### src/rtl/predecode_queue_pkg.sv
// predecode_queue_pkg
//   Shared definitions for the pre-decode queue: RV opcode constants,
//   the instruction-format code, the decoded-field record stored per FIFO
//   entry, and the opcode -> format lookup used by the field extractor.
package predecode_queue_pkg;

  localparam int DATA_WIDTH_DEF = 32;

  localparam logic [6:0] OP_OP       = 7'b0110011;
  localparam logic [6:0] OP_OP32     = 7'b0111011;
  localparam logic [6:0] OP_IMM      = 7'b0010011;
  localparam logic [6:0] OP_IMM32    = 7'b0011011;
  localparam logic [6:0] OP_LOAD     = 7'b0000011;
  localparam logic [6:0] OP_JALR     = 7'b1100111;
  localparam logic [6:0] OP_SYSTEM   = 7'b1110011;
  localparam logic [6:0] OP_MISC_MEM = 7'b0001111;
  localparam logic [6:0] OP_STORE    = 7'b0100011;
  localparam logic [6:0] OP_BRANCH   = 7'b1100011;
  localparam logic [6:0] OP_LUI      = 7'b0110111;
  localparam logic [6:0] OP_AUIPC    = 7'b0010111;
  localparam logic [6:0] OP_JAL      = 7'b1101111;

  typedef enum logic [2:0] {
    FMT_R   = 3'd0,
    FMT_I   = 3'd1,
    FMT_S   = 3'd2,
    FMT_B   = 3'd3,
    FMT_U   = 3'd4,
    FMT_J   = 3'd5,
    FMT_UNK = 3'd7
  } fmt_e;

  // Everything decoded from the 32 instruction bits except the immediate,
  // whose width follows DATA_WIDTH and is therefore kept separately.
  typedef struct packed {
    logic [6:0]  op;
    logic [4:0]  rd;
    logic [2:0]  func3;
    logic [4:0]  rs1;
    logic [4:0]  rs2;
    logic [6:0]  func7;
    logic [11:0] csr;
    fmt_e        fmt;
    logic        illegal;
  } fields_t;

  function automatic fmt_e fmt_of(input logic [6:0] op);
    fmt_e f;
    case (op)
      OP_OP, OP_OP32:                            f = FMT_R;
      OP_IMM, OP_IMM32, OP_LOAD, OP_JALR,
      OP_SYSTEM, OP_MISC_MEM:                    f = FMT_I;
      OP_STORE:                                  f = FMT_S;
      OP_BRANCH:                                 f = FMT_B;
      OP_LUI, OP_AUIPC:                          f = FMT_U;
      OP_JAL:                                    f = FMT_J;
      default:                                   f = FMT_UNK;
    endcase
    return f;
  endfunction

endpackage

### src/rtl/predecode_fields.sv
// predecode_fields
//   Purely combinational field extractor for one 32-bit instruction.
//   Ports:
//     i_instr  - raw instruction
//     o_fields - register/function/CSR fields, format code, illegal flag
//     o_imm    - immediate for the decoded format, sign-extended from
//                instr[31] to DATA_WIDTH (zero for R and unknown formats)
module predecode_fields
  import predecode_queue_pkg::*;
#(
  parameter int DATA_WIDTH = DATA_WIDTH_DEF
) (
  input  logic [31:0]           i_instr,
  output fields_t               o_fields,
  output logic [DATA_WIDTH-1:0] o_imm
);

  fmt_e        w_fmt;
  logic [31:0] w_imm32;

  always_comb begin
    w_fmt = fmt_of(i_instr[6:0]);

    o_fields.op      = i_instr[6:0];
    o_fields.rd      = i_instr[11:7];
    o_fields.func3   = i_instr[14:12];
    o_fields.rs1     = i_instr[19:15];
    o_fields.rs2     = i_instr[24:20];
    o_fields.func7   = i_instr[31:25];
    o_fields.csr     = i_instr[31:20];
    o_fields.fmt     = w_fmt;
    o_fields.illegal = (i_instr[1:0] != 2'b11) || (w_fmt == FMT_UNK);

    // Build a 32-bit sign-extended immediate first; widening to 64 bits
    // below only replicates bit 31.
    case (w_fmt)
      FMT_I:   w_imm32 = {{20{i_instr[31]}}, i_instr[31:20]};
      FMT_S:   w_imm32 = {{20{i_instr[31]}}, i_instr[31:25], i_instr[11:7]};
      FMT_B:   w_imm32 = {{19{i_instr[31]}}, i_instr[31], i_instr[7],
                          i_instr[30:25], i_instr[11:8], 1'b0};
      FMT_U:   w_imm32 = {i_instr[31:12], 12'b0};
      FMT_J:   w_imm32 = {{11{i_instr[31]}}, i_instr[31], i_instr[19:12],
                          i_instr[20], i_instr[30:21], 1'b0};
      default: w_imm32 = 32'b0;
    endcase

    o_imm = DATA_WIDTH'($signed(w_imm32));
  end

endmodule

### src/rtl/predecode_queue.sv
// predecode_queue
//   Pre-decode stage between fetch and decode. Instructions are decoded on
//   the way in and the results are held in a DEPTH-entry FIFO so that both
//   sides can stall independently. A flush empties the queue in one edge.
//
//   Handshakes: a transfer happens at a rising edge where valid && ready are
//   both high on that interface. in_ready depends only on occupancy (and is
//   forced high by flush); out_valid depends only on occupancy. Neither ready
//   nor valid combinationally depends on the partner's valid/ready.
//
//   Ports:
//     clk, rst_n            - clock, asynchronous active-low reset
//     in_valid/in_ready     - enqueue handshake; in_instr, in_pc payload
//     flush                 - discard every entry (redirect / trap)
//     out_valid/out_ready   - dequeue handshake for the head entry
//     out_pc .. out_csr     - head PC and raw instruction fields
//     out_imm, out_fmt      - head immediate and format code
//     out_illegal           - head instruction is not a known 32-bit opcode
//     count                 - number of occupied entries
module predecode_queue
  import predecode_queue_pkg::*;
#(
  parameter int DATA_WIDTH = DATA_WIDTH_DEF,
  parameter int ADDR_WIDTH = 32,
  parameter int DEPTH      = 4
) (
  input  logic                      clk,
  input  logic                      rst_n,
  input  logic                      in_valid,
  output logic                      in_ready,
  input  logic [31:0]               in_instr,
  input  logic [ADDR_WIDTH-1:0]     in_pc,
  input  logic                      flush,
  output logic                      out_valid,
  input  logic                      out_ready,
  output logic [ADDR_WIDTH-1:0]     out_pc,
  output logic [6:0]                out_op,
  output logic [4:0]                out_rd,
  output logic [2:0]                out_func3,
  output logic [4:0]                out_rs1,
  output logic [4:0]                out_rs2,
  output logic [6:0]                out_func7,
  output logic [11:0]               out_csr,
  output logic [DATA_WIDTH-1:0]     out_imm,
  output logic [2:0]                out_fmt,
  output logic                      out_illegal,
  output logic [$clog2(DEPTH):0]    count
);

  localparam int PW = $clog2(DEPTH);
  localparam int CW = PW + 1;

  // Decoder on the enqueue side
  fields_t               w_in_fields;
  logic [DATA_WIDTH-1:0] w_in_imm;

  predecode_fields #(
    .DATA_WIDTH (DATA_WIDTH)
  ) u_fields (
    .i_instr  (in_instr),
    .o_fields (w_in_fields),
    .o_imm    (w_in_imm)
  );

  // Entry storage (not reset; contents are meaningless until written)
  fields_t               r_fields [DEPTH];
  logic [DATA_WIDTH-1:0] r_imm    [DEPTH];
  logic [ADDR_WIDTH-1:0] r_pc     [DEPTH];

  logic [PW-1:0] r_wr_ptr;
  logic [PW-1:0] r_rd_ptr;
  logic [CW-1:0] r_count;

  logic    w_full;
  logic    w_enq;
  logic    w_deq;
  fields_t w_head;

  // Full is judged on the pre-edge count, so a full queue refuses an
  // enqueue even when the head is leaving in the same cycle.
  assign w_full    = (r_count == CW'(DEPTH));
  assign in_ready  = flush | ~w_full;
  assign out_valid = (r_count != '0);

  // Flush wins over both handshakes.
  assign w_enq = in_valid & ~w_full & ~flush;
  assign w_deq = out_valid & out_ready & ~flush;

  always_ff @(posedge clk or negedge rst_n) begin
    if (!rst_n) begin
      r_wr_ptr <= '0;
      r_rd_ptr <= '0;
      r_count  <= '0;
    end else if (flush) begin
      r_wr_ptr <= '0;
      r_rd_ptr <= '0;
      r_count  <= '0;
    end else begin
      // DEPTH is a power of two, so the pointers wrap by overflow.
      if (w_enq) r_wr_ptr <= r_wr_ptr + PW'(1);
      if (w_deq) r_rd_ptr <= r_rd_ptr + PW'(1);
      case ({w_enq, w_deq})
        2'b10:   r_count <= r_count + CW'(1);
        2'b01:   r_count <= r_count - CW'(1);
        default: r_count <= r_count;
      endcase
    end
  end

  always_ff @(posedge clk) begin
    if (w_enq) begin
      r_fields[r_wr_ptr] <= w_in_fields;
      r_imm[r_wr_ptr]    <= w_in_imm;
      r_pc[r_wr_ptr]     <= in_pc;
    end
  end

  assign w_head      = r_fields[r_rd_ptr];
  assign out_pc      = r_pc[r_rd_ptr];
  assign out_imm     = r_imm[r_rd_ptr];
  assign out_op      = w_head.op;
  assign out_rd      = w_head.rd;
  assign out_func3   = w_head.func3;
  assign out_rs1     = w_head.rs1;
  assign out_rs2     = w_head.rs2;
  assign out_func7   = w_head.func7;
  assign out_csr     = w_head.csr;
  assign out_fmt     = w_head.fmt;
  assign out_illegal = w_head.illegal;
  assign count       = r_count;

endmodule

### config.mk
export PLATFORM = sky130hd
export DESIGN_NAME = predecode_queue
export DESIGN_NICKNAME = d
export VERILOG_FILES = /design/src/rtl/predecode_queue_pkg.sv /design/src/rtl/predecode_fields.sv /design/src/rtl/predecode_queue.sv
export SDC_FILE = /design/constraint.sdc
export NUM_CORES = 1
export LEC_CHECK = 0
export ABC_CLOCK_PERIOD_IN_PS = 9450
export BUFFER_PORTS_ARGS = -buffer_cell sky130_fd_sc_hd__clkbuf_2
export CAP_MARGIN = 20
export CORE_AREA = 2 2 247 249
export DETAILED_ROUTE_END_ITERATION = 16
export DIE_AREA = 0 0 249 251
export PLACE_DENSITY_LB_ADDON = 0.15
export SLEW_MARGIN = 20
export SYNTH_ARGS = -nofsm -noshare
export SYNTH_HDL_FRONTEND = slang
export SYNTH_HIERARCHICAL = 1
export SYNTH_SLANG_ARGS = --single-unit
### constraint.sdc
create_clock -name clk -period 9.45 [get_ports clk]
set_input_delay 1.89 -clock clk [delete_from_list [all_inputs] [get_ports clk]]
set_output_delay 1.89 -clock clk [all_outputs]
set_load 0.1 [all_outputs]
==> results of run 1 <==
==> cells in the mapped netlist (2+ instances only) <==
master | number | area share [%]
sky130_fd_sc_hd__nand2_1 | 24 | 0.51
sky130_fd_sc_hd__a21oi_1 | 11 | 0.31
sky130_fd_sc_hd__mux4_2 | 112 | 14
sky130_fd_sc_hd__nor2_1 | 7 | 0.15
sky130_fd_sc_hd__o21ai_1 | 11 | 0.31
sky130_fd_sc_hd__nor2b_1 | 2 | 0.071
sky130_fd_sc_hd__dfrtp_1 | 7 | 0.99
sky130_fd_sc_hd__xor2_1 | 2 | 0.099
sky130_fd_sc_hd__ha_1 | 4 | 0.28
sky130_fd_sc_hd__a21o_1 | 11 | 0.47
sky130_fd_sc_hd__nand2b_1 | 8 | 0.28
sky130_fd_sc_hd__buf_4 | 45 | 1.9
sky130_fd_sc_hd__clkbuf_1 | 7 | 0.15
sky130_fd_sc_hd__and3b_1 | 2 | 0.099
sky130_fd_sc_hd__o31ai_1 | 2 | 0.085
sky130_fd_sc_hd__inv_1 | 8 | 0.17
sky130_fd_sc_hd__o22ai_1 | 2 | 0.071
sky130_fd_sc_hd__nor3_1 | 5 | 0.14
sky130_fd_sc_hd__and2_1 | 11 | 0.39
sky130_fd_sc_hd__a211oi_1 | 2 | 0.085
sky130_fd_sc_hd__edfxtp_1 | 448 | 76
sky130_fd_sc_hd__a21boi_0 | 2 | 0.085
sky130_fd_sc_hd__buf_6 | 9 | 0.57
sky130_fd_sc_hd__buf_2 | 25 | 0.71
sky130_fd_sc_hd__a2111oi_0 | 2 | 0.099
sky130_fd_sc_hd__o21ai_0 | 7 | 0.20
sky130_fd_sc_hd__xnor2_1 | 3 | 0.15
sky130_fd_sc_hd__nand3b_1 | 3 | 0.13
sky130_fd_sc_hd__nand3_1 | 5 | 0.14
==> kinds of logic after synthesis <==
family	Yosys count	synth area share, %
buffers and inverters	95	3.52
AO/OA/AOI/OAI	64	2.47
AND/OR/NAND/NOR	76	2.33
multiplexers	112	14.2
adder cells (fa/ha/maj)	5	0.395
XOR/XNOR	5	0.247
flip-flops	455	76.8
==> critical path, delay by kind of cell, from the launching register on <==
family	cells	cell delay, ns
buffers and inverters	2	1.28
DFF	1	0.67
muxes	1	0.42
==> final cells by class <==
| type | instances | area [µm²] |
|---|---|---|
| fill | 5574 | 39000 |
| sequential | 455 | 13600 |
| multi-input combinational | 262 | 3500 |
| clock buffer | 61 | 1340 |
| timing repair buffer | 197 | 1050 |
| tap | 782 | 978 |
| clock inverter | 31 | 289 |
| inverter | 9 | 33.8 |
==> flip-flops by register name, summed over array words and instances (netlist names) <==
register	count
r_pc	128
r_fields	192
count	3
r_rd_ptr	2
r_imm	128
r_wr_ptr	2
==> path summary, 6_finish.rpt <==
check,startpoint,to,slack [ns],cells after the start
min in group asynchronous,rst_n,count[2]$_DFFE_PN0P_,1.15,1
setup / recovery,r_rd_ptr[1]$_DFFE_PN0P_,out_csr[1],4.55,3
hold reg to reg,r_wr_ptr[0]$_DFFE_PN0P_,r_wr_ptr[0]$_DFFE_PN0P_,0.61,2
hold / removal,r_wr_ptr[0]$_DFFE_PN0P_,r_wr_ptr[0]$_DFFE_PN0P_,0.61,2
max in group asynchronous,rst_n,r_rd_ptr[0]$_DFFE_PN0P_,8.07,1
setup reg to reg,count[0]$_DFFE_PN0P_,r_pc[0][11]$_DFFE_PP_,6.11,4
==> through the flow <==
step | utilization [%] | total power (W)
6_report | 34.8 | 0.00535
5_1_grt | 34.8 | 0.00554
4_1_cts | 34.8 | 0.00544
3_5_place_dp | 32.1 | 0.00349
3_3_place_gp | 32.1 | 0.00349
2_1_floorplan | - | 0.00330
==> layer usage <==
| layer | track usage, % | routed length (µm) |
|---|---|---|
| met1 | 18.1 | 18300 |
| met2 | 21.0 | 19700 |
| met3 | 3.39 | 2380 |
| met4 | 3.77 | 799 |
| met5 | 0 | 13 |
==> power by group <==
group	internal, W	total (W)	switching [W]
Combinational	0.000228	0.00112	0.000891
Clock	0.00114	0.00192	0.000780
Sequential	0.00228	0.00231	0.0000289
Total	0.00365	0.00535	0.00170
==> flow_summary.yaml, run 1 <==
outcome:
  status: "completed"
sta:
  setup_repair_after_global_routing_missed_its_margin: "false"
  final.setup.tns_ns: 0
  skew_ns: 0.0131
  final-max-slew-violation-count: 0
  maxClockFrequency_mhz: 204
  setup_viol: 0
  worst-slew-pin-transition_ns: 0.972
  hold_violations: 0
  maxSlewHeadroom_pct: 35.2
  setup_slack_ns: 4.55
  min_period_over_period_pct: 51.8
  layout_min_cycle_time_ns: 4.90
  whs_ns: 0.608
critical_path:
  worst_path_largest_cell_delay_ns: 0.81
  cp.required_ns: 7.56
  worst-setup-path-type: "reg -> out"
  critical_path.endpoint_type: "output pin"
  crit_slowest_cell: "sky130_fd_sc_hd__buf_4"
  worstPathArrival_ns: 3.01
  critical_path.cell_chain: "buf_4 > mux4_2 > clkbuf_2"
  critical_path.startpoint_type: "register"
  critical_path.max_fanout: 55
flow_run:
  drv.max_cap_violation_count: 0
detailed_routing:
  routed_via_density: 4.64
  number_of_violations_reported_at_the_end_of_detailed_routing_iteration_0: 418
  firstDrtPassIters: 4
  final_antenna_net_count: 0
  drcViolationCount: 0
  wl_um: 41200
  average_wire_length_per_cell_after_detail_routing_um: 22.9
  vias: 8340
placement:
  post-dp-hpwl_um: 24100
  dp_slack_ns: 4.53
  dpl_cell_area_um2: 19200
  gpl.final_weighted_congestion: 0.693
  total_of_buffers_placed_on_input_and_output_ports: 185
  placed_cells_incl_taps: 1704
die:
  die_area_um2: 62500
  start_util_pct: 29.7
  design.core.area_um2: 59800
  horizontal_die_dimension_um: 249
  placement_rows: 90
  fp.dieH_um: 251
  io-pin-count: 186
clock_network:
  clock_sinks: 455
  clk_pin_slew_worst_paths_ns: 0.06
  hold_buf_cts: 0
  cts_buffer_depth: 3
  clock_tree.htree_level_count: 2
  resized_cells_post_cts: 0
  insertion_delay_ns: 0.58
  post-cts-setup-buffer-count: 0
  clock_tree_root: "sky130_fd_sc_hd__clkbuf_16"
  numCtsBuffers: 51
  cts_tree: "yes"
synthesis:
  yosysWarningCount: 6
  synth_edf_count: 448
  synth_async_sr_flop_share_pct: 1.54
  syn_nets: 886
  post_synth.cell_area_avg_um2: 21.8
  synth_sequential_area_ratio_pct: 76.8
  syn-cell-area_um2: 17700
  synth_seq_cells: 455
  netlist_instances: 812
  synth_ff_type: "sky130_fd_sc_hd__edfxtp_1"
  synthDistinctLibCells: 54
final_layout:
  instances_no_fill: 1797
  area_delta_synth_final_pct: 17.4
  nets: 1050
  final_common_cell: "sky130_fd_sc_hd__edfxtp_1"
  antenna_fix_cells: 0
  finalInstanceArea_um2: 20800
  drive_above_1_share_pct: 38.5
  most-common-layout-cells: "sky130_fd_sc_hd__edfxtp_1, sky130_fd_sc_hd__clkbuf_2, sky130_fd_sc_hd__mux4_2"
power:
  static_leakage_nw: 6.81
  power-per-cell-area_nw_per_um2: 257
  peakVddDrop_mv: 0.118
global_routing:
  number_of_antenna_violations_at_the_first_check_in_global_routing: 2
  grt_max_degree: 74
  track_usage_pct: 13.2
  global_route.overflow_total: 0
  number_of_global_route_vias_before_repair: 8786
  first_pass_grt_wire_length_um: 60700
worst_hold_path:
  holdCritPathClass: "reg -> reg"
Note: power is estimated with default switching activity, not from simulation.
==> run 2: changes to the inputs <==
ABC_CLOCK_PERIOD_IN_PS = 5000   (was 9450)
clock period = 5 ns   (was 9.45 ns; I/O delays follow)
==> flow_summary.yaml, run 2 (same netlist as run 1, synthesis figures left out) <==
outcome:
  status: "completed"
global_routing:
  global_route.overflow_total: 0
  number_of_global_route_vias_before_repair: 8812
  first_pass_grt_wire_length_um: 60700
  number_of_antenna_violations_at_the_first_check_in_global_routing: 3
  grt_max_degree: 68
  track_usage_pct: 13.2
die:
  die_area_um2: 62500
  design.core.area_um2: 59800
  placement_rows: 90
  start_util_pct: 29.7
  fp.dieH_um: 251
  io-pin-count: 186
  horizontal_die_dimension_um: 249
sta:
  maxClockFrequency_mhz: 259
  setup_repair_after_global_routing_missed_its_margin: "false"
  worst-slew-pin-transition_ns: 0.942
  final.setup.tns_ns: 0
  maxSlewHeadroom_pct: 36.9
  hold_violations: 0
  setup_viol: 0
  skew_ns: 0.0160
  layout_min_cycle_time_ns: 3.86
  min_period_over_period_pct: 77.2
  final-max-slew-violation-count: 0
detailed_routing:
  routedLengthMet1_um: 18700
  number_of_violations_reported_at_the_end_of_detailed_routing_iteration_0: 487
  met2RoutedLength_um: 19400
  final_antenna_net_count: 0
  routed_via_density: 4.61
  vias: 8325
  firstDrtPassIters: 4
  average_wire_length_per_cell_after_detail_routing_um: 22.8
  dr.max_layer_used: "met5"
  drcViolationCount: 0
  wl_um: 41100
  met3WireLength_um: 1960
critical_path:
  cp.required_ns: 4.00
  worstPathArrival_ns: 2.86
  critical_path.startpoint_type: "register"
  critical_path.max_fanout: 32
  critical_path.endpoint_type: "output pin"
  worst-setup-path-type: "reg -> out"
final_layout:
  drive_above_1_share_pct: 38.8
  largest_registers: "r_fields: 192 flops, r_imm: 128 flops, r_pc: 128 flops"
  largest_register_ff_count: 192
  final_common_cell: "sky130_fd_sc_hd__edfxtp_1"
  instances_no_fill: 1804
  most-common-layout-cells: "sky130_fd_sc_hd__edfxtp_1, sky130_fd_sc_hd__clkbuf_2, sky130_fd_sc_hd__mux4_2"
  nets: 1058
  regMostFlops: "r_fields"
  area_delta_synth_final_pct: 17.4
placement:
  gpl.final_weighted_congestion: 0.712
  post-dp-hpwl_um: 25400
  total_of_buffers_placed_on_input_and_output_ports: 185
  placed_cells_incl_taps: 1716
power:
  p_int_w: 0.00671
  swShare_pct: 32.2
  power-per-cell-area_nw_per_um2: 475
  p_switching_w: 0.00318
  peakVddDrop_mv: 0.324
  static_leakage_nw: 6.82
  power_frac_comb_pct: 21.2
  total_power_w: 0.00990
  pwr-share-clk_pct: 34.5
  proportion_of_power_drawn_by_flip_flops_and_latches_pct: 44.3
clock_network:
  clock_sinks: 455
  insertion_delay_ns: 0.57
  cts_buffer_depth: 3
  post-cts-setup-buffer-count: 0
  clock_tree_root: "sky130_fd_sc_hd__clkbuf_16"
  resized_cells_post_cts: 0
  numCtsBuffers: 48
  cts_tree: "yes"
  hold_buf_cts: 0
  clock_tree.htree_level_count: 2
  clk_pin_slew_worst_paths_ns: 0.06
flow_run:
  drv.max_cap_violation_count: 0
worst_hold_path:
  holdCritPathClass: "in -> async"
## run 2: through the flow
step                      instance area [µm²]  setup slack (ns)  hold slack, ns  util, %
after global routing                    20800             0.934           0.248     34.8
after CTS                               20800             0.968           0.239     34.8
after global placement                  19300              1.63           0.602     32.3
after floorplan                         17700             0.276           0.557        -
final                                   20800              1.14           0.274     34.8
after detailed placement                19300              1.61           0.609     32.3
## run 2: critical path, stage by stage, from the launching register on
cell                       delay [ns]
sky130_fd_sc_hd__dfrtp_4         0.91
sky130_fd_sc_hd__buf_4           0.39
sky130_fd_sc_hd__mux4_2          0.55
sky130_fd_sc_hd__clkbuf_2        0.39
## run 2: cell type report
class                      count  area, µm²
fill                        5568      39000
sequential                   455      13600
multi-input combinational    262       3500
clock buffer                  57       1230
timing repair buffer         208       1190
tap                          782        978
clock inverter                30        249
inverter                       9       33.8
antenna                        1       2.50
## run 2: power by group through the flow
stage | Sequential (W) | Combinational (W) | Clock (W)
finish | 0.00438 | 0.00210 | 0.00341
global route | 0.00440 | 0.00218 | 0.00367
CTS | 0.00439 | 0.00214 | 0.00353
detailed placement | 0.00447 | 0.00214 | 0
global placement | 0.00447 | 0.00214 | 0
floorplan | 0.00444 | 0.00180 | 0
## run 2: final timing paths
path	cells past startpoint	endpoint	slack [ns]	startpoint
max	3	out_fmt[1]	1.14	r_rd_ptr[0]$_DFFE_PN0P_
min	1	r_wr_ptr[0]$_DFFE_PN0P_	0.27	rst_n
max reg2reg	4	r_fields[3][6]$_DFFE_PP_	2.38	count[0]$_DFFE_PN0P_
min reg2reg	2	r_wr_ptr[0]$_DFFE_PN0P_	0.63	r_wr_ptr[0]$_DFFE_PN0P_
max in group asynchronous	1	r_rd_ptr[1]$_DFFE_PN0P_	4.50	rst_n
min in group clk	2	r_wr_ptr[0]$_DFFE_PN0P_	0.63	r_wr_ptr[0]$_DFFE_PN0P_
## run 2: routing by layer
layer  GRT usage [%]  vias up
li1                -     3653
met5               0        -
met2            20.7      178
met4            4.09        2
met1            18.4     4425
met3            2.69       67
==> run 3: changes to the inputs <==
ABC_CLOCK_PERIOD_IN_PS = 3700   (was 5000)
clock period = 3.7 ns   (was 5 ns; I/O delays follow)
==> flow_summary.yaml, run 3 (same netlist as run 1, synthesis figures left out) <==
global_routing:
  number_of_antenna_violations_at_the_first_check_in_global_routing: 1
  grt_max_degree: 63
  track_usage_pct: 13.2
  global_route.overflow_total: 0
  first_pass_grt_wire_length_um: 60700
  number_of_global_route_vias_before_repair: 8911
final_layout:
  most-common-layout-cells: "sky130_fd_sc_hd__edfxtp_1, sky130_fd_sc_hd__clkbuf_2, sky130_fd_sc_hd__mux4_2"
  area_delta_synth_final_pct: 18.7
  nets: 1061
  finalInstanceArea_um2: 21100
  drive_above_1_share_pct: 38.8
  largest_register_ff_count: 192
  fillerInstances: 5554
  regMostFlops: "r_fields"
  largest_registers: "r_fields: 192 flops, r_imm: 128 flops, r_pc: 128 flops"
  final_common_cell: "sky130_fd_sc_hd__edfxtp_1"
die:
  design.core.area_um2: 59800
  placement_rows: 90
  die_area_um2: 62500
  horizontal_die_dimension_um: 249
  io-pin-count: 186
  start_util_pct: 29.7
  fp.dieH_um: 251
sta:
  min_period_over_period_pct: 88.3
  layout_min_cycle_time_ns: 3.27
  setup_viol: 0
  maxClockFrequency_mhz: 306
  final.setup.tns_ns: 0
  skew_ns: 0.0198
  setup_repair_after_global_routing_missed_its_margin: "false"
  maxSlewHeadroom_pct: 44.6
  final-max-slew-violation-count: 0
  hold_violations: 0
  worst-slew-pin-transition_ns: 0.827
critical_path:
  critical_path.cell_chain: "buf_4 > mux4_2 > clkbuf_2"
  critical_path.max_fanout: 20
  cp.required_ns: 2.96
  worst-setup-path-type: "reg -> out"
  critical_path.endpoint_type: "output pin"
  crit_slowest_cell: "sky130_fd_sc_hd__mux4_2"
  critical_path.startpoint_type: "register"
  worst_path_largest_cell_delay_ns: 0.58
  r2r_slack_ns: 1.26
  worstPathArrival_ns: 2.53
clock_network:
  clock_tree.htree_level_count: 2
  numCtsBuffers: 52
  cts_tree: "yes"
  cts_buffer_depth: 3
  clk_pin_slew_worst_paths_ns: 0.06
  post-cts-setup-buffer-count: 0
  insertion_delay_ns: 0.58
  clock_sinks: 455
  clock_tree_root: "sky130_fd_sc_hd__clkbuf_16"
placement:
  gpl.final_weighted_congestion: 0.737
  dpl_cell_area_um2: 19400
  post-dp-hpwl_um: 25500
  total_of_buffers_placed_on_input_and_output_ports: 185
detailed_routing:
  firstDrtPassIters: 5
  final_antenna_net_count: 0
  routed_via_density: 4.64
  drcViolationCount: 0
  average_wire_length_per_cell_after_detail_routing_um: 22.5
  wl_um: 40700
  vias: 8411
  number_of_violations_reported_at_the_end_of_detailed_routing_iteration_0: 468
power:
  static_leakage_nw: 6.88
  total_power_w: 0.0136
  power-per-cell-area_nw_per_um2: 646
  peakVddDrop_mv: 0.307
flow_run:
  drv.max_cap_violation_count: 0
outcome:
  status: "completed"
worst_hold_path:
  holdCritPathClass: "in -> reg"
-- run 3: stage by stage --
| stage | worst slack (ns) | util, % | cells | hold slack, ns |
|---|---|---|---|---|
| 4_1_cts | 0.332 | 35.2 | 1809 | 0.334 |
| 2_1_floorplan | 0.213 | - | 812 | 0.444 |
| 5_1_grt | 0.292 | 35.2 | 1809 | 0.348 |
| 6_report | 0.433 | 35.2 | 1811 | 0.378 |
| 3_5_place_dp | 0.959 | 32.5 | 1714 | 0.604 |
| 3_3_place_gp | 0.980 | 32.5 | 1714 | 0.600 |
-- run 3: repair_timing --
action	4_1_cts	5_1_grt
hold buffers	1	0
endpoints found under the hold margin	7	0
gates resized for setup	0	0
-- run 3: path summary, 6_finish.rpt --
check	start	endpoint	cells past startpoint
worst max-delay path	r_rd_ptr[0]$_DFFE_PN0P_	out_imm[31]	3
worst max register to register	count[0]$_DFFE_PN0P_	r_fields[0][5]$_DFFE_PP_	4
min in group asynchronous	rst_n	count[2]$_DFFE_PN0P_	2
worst min-delay path	in_pc[30]	r_pc[1][30]$_DFFE_PP_	1
worst min register to register	r_wr_ptr[0]$_DFFE_PN0P_	r_wr_ptr[0]$_DFFE_PN0P_	2
max in group asynchronous	rst_n	r_rd_ptr[0]$_DFFE_PN0P_	2
-- run 3: power breakdown --
group | switching (W) | total (W) | internal [W]
sequential | 0.0000636 | 0.00589 | 0.00582
combinational | 0.00228 | 0.00288 | 0.000602
clock | 0.00197 | 0.00484 | 0.00287
-- run 3: cell type report --
class	count	area (µm²)	share of cell area, %
Antenna cell	2	5.00	0.0238
Sequential cell	455	13600	64.8
Timing Repair Buffer	207	1280	6.09
Multi-Input combinational cell	262	3500	16.6
Tap cell	782	978	4.65
Inverter	9	33.8	0.160
Clock buffer	69	1410	6.69
Clock inverter	25	208	0.987
-- run 3: critical path: cells and delay by family (launching register included) --
kind / cells / cell delay, ns
multiplexers: 1 / 0.58
buffers and inverters: 2 / 0.82
flip-flops: 1 / 0.53
-- run 3: metal layers --
metal	vias up	part of all wire (%)	GRT usage (%)
li1	3669	-	-
met1	4503	45	17.9
met2	188	48	21.1
met3	49	5.5	3.25
met4	2	1.5	3.41
met5	-	0.022	0
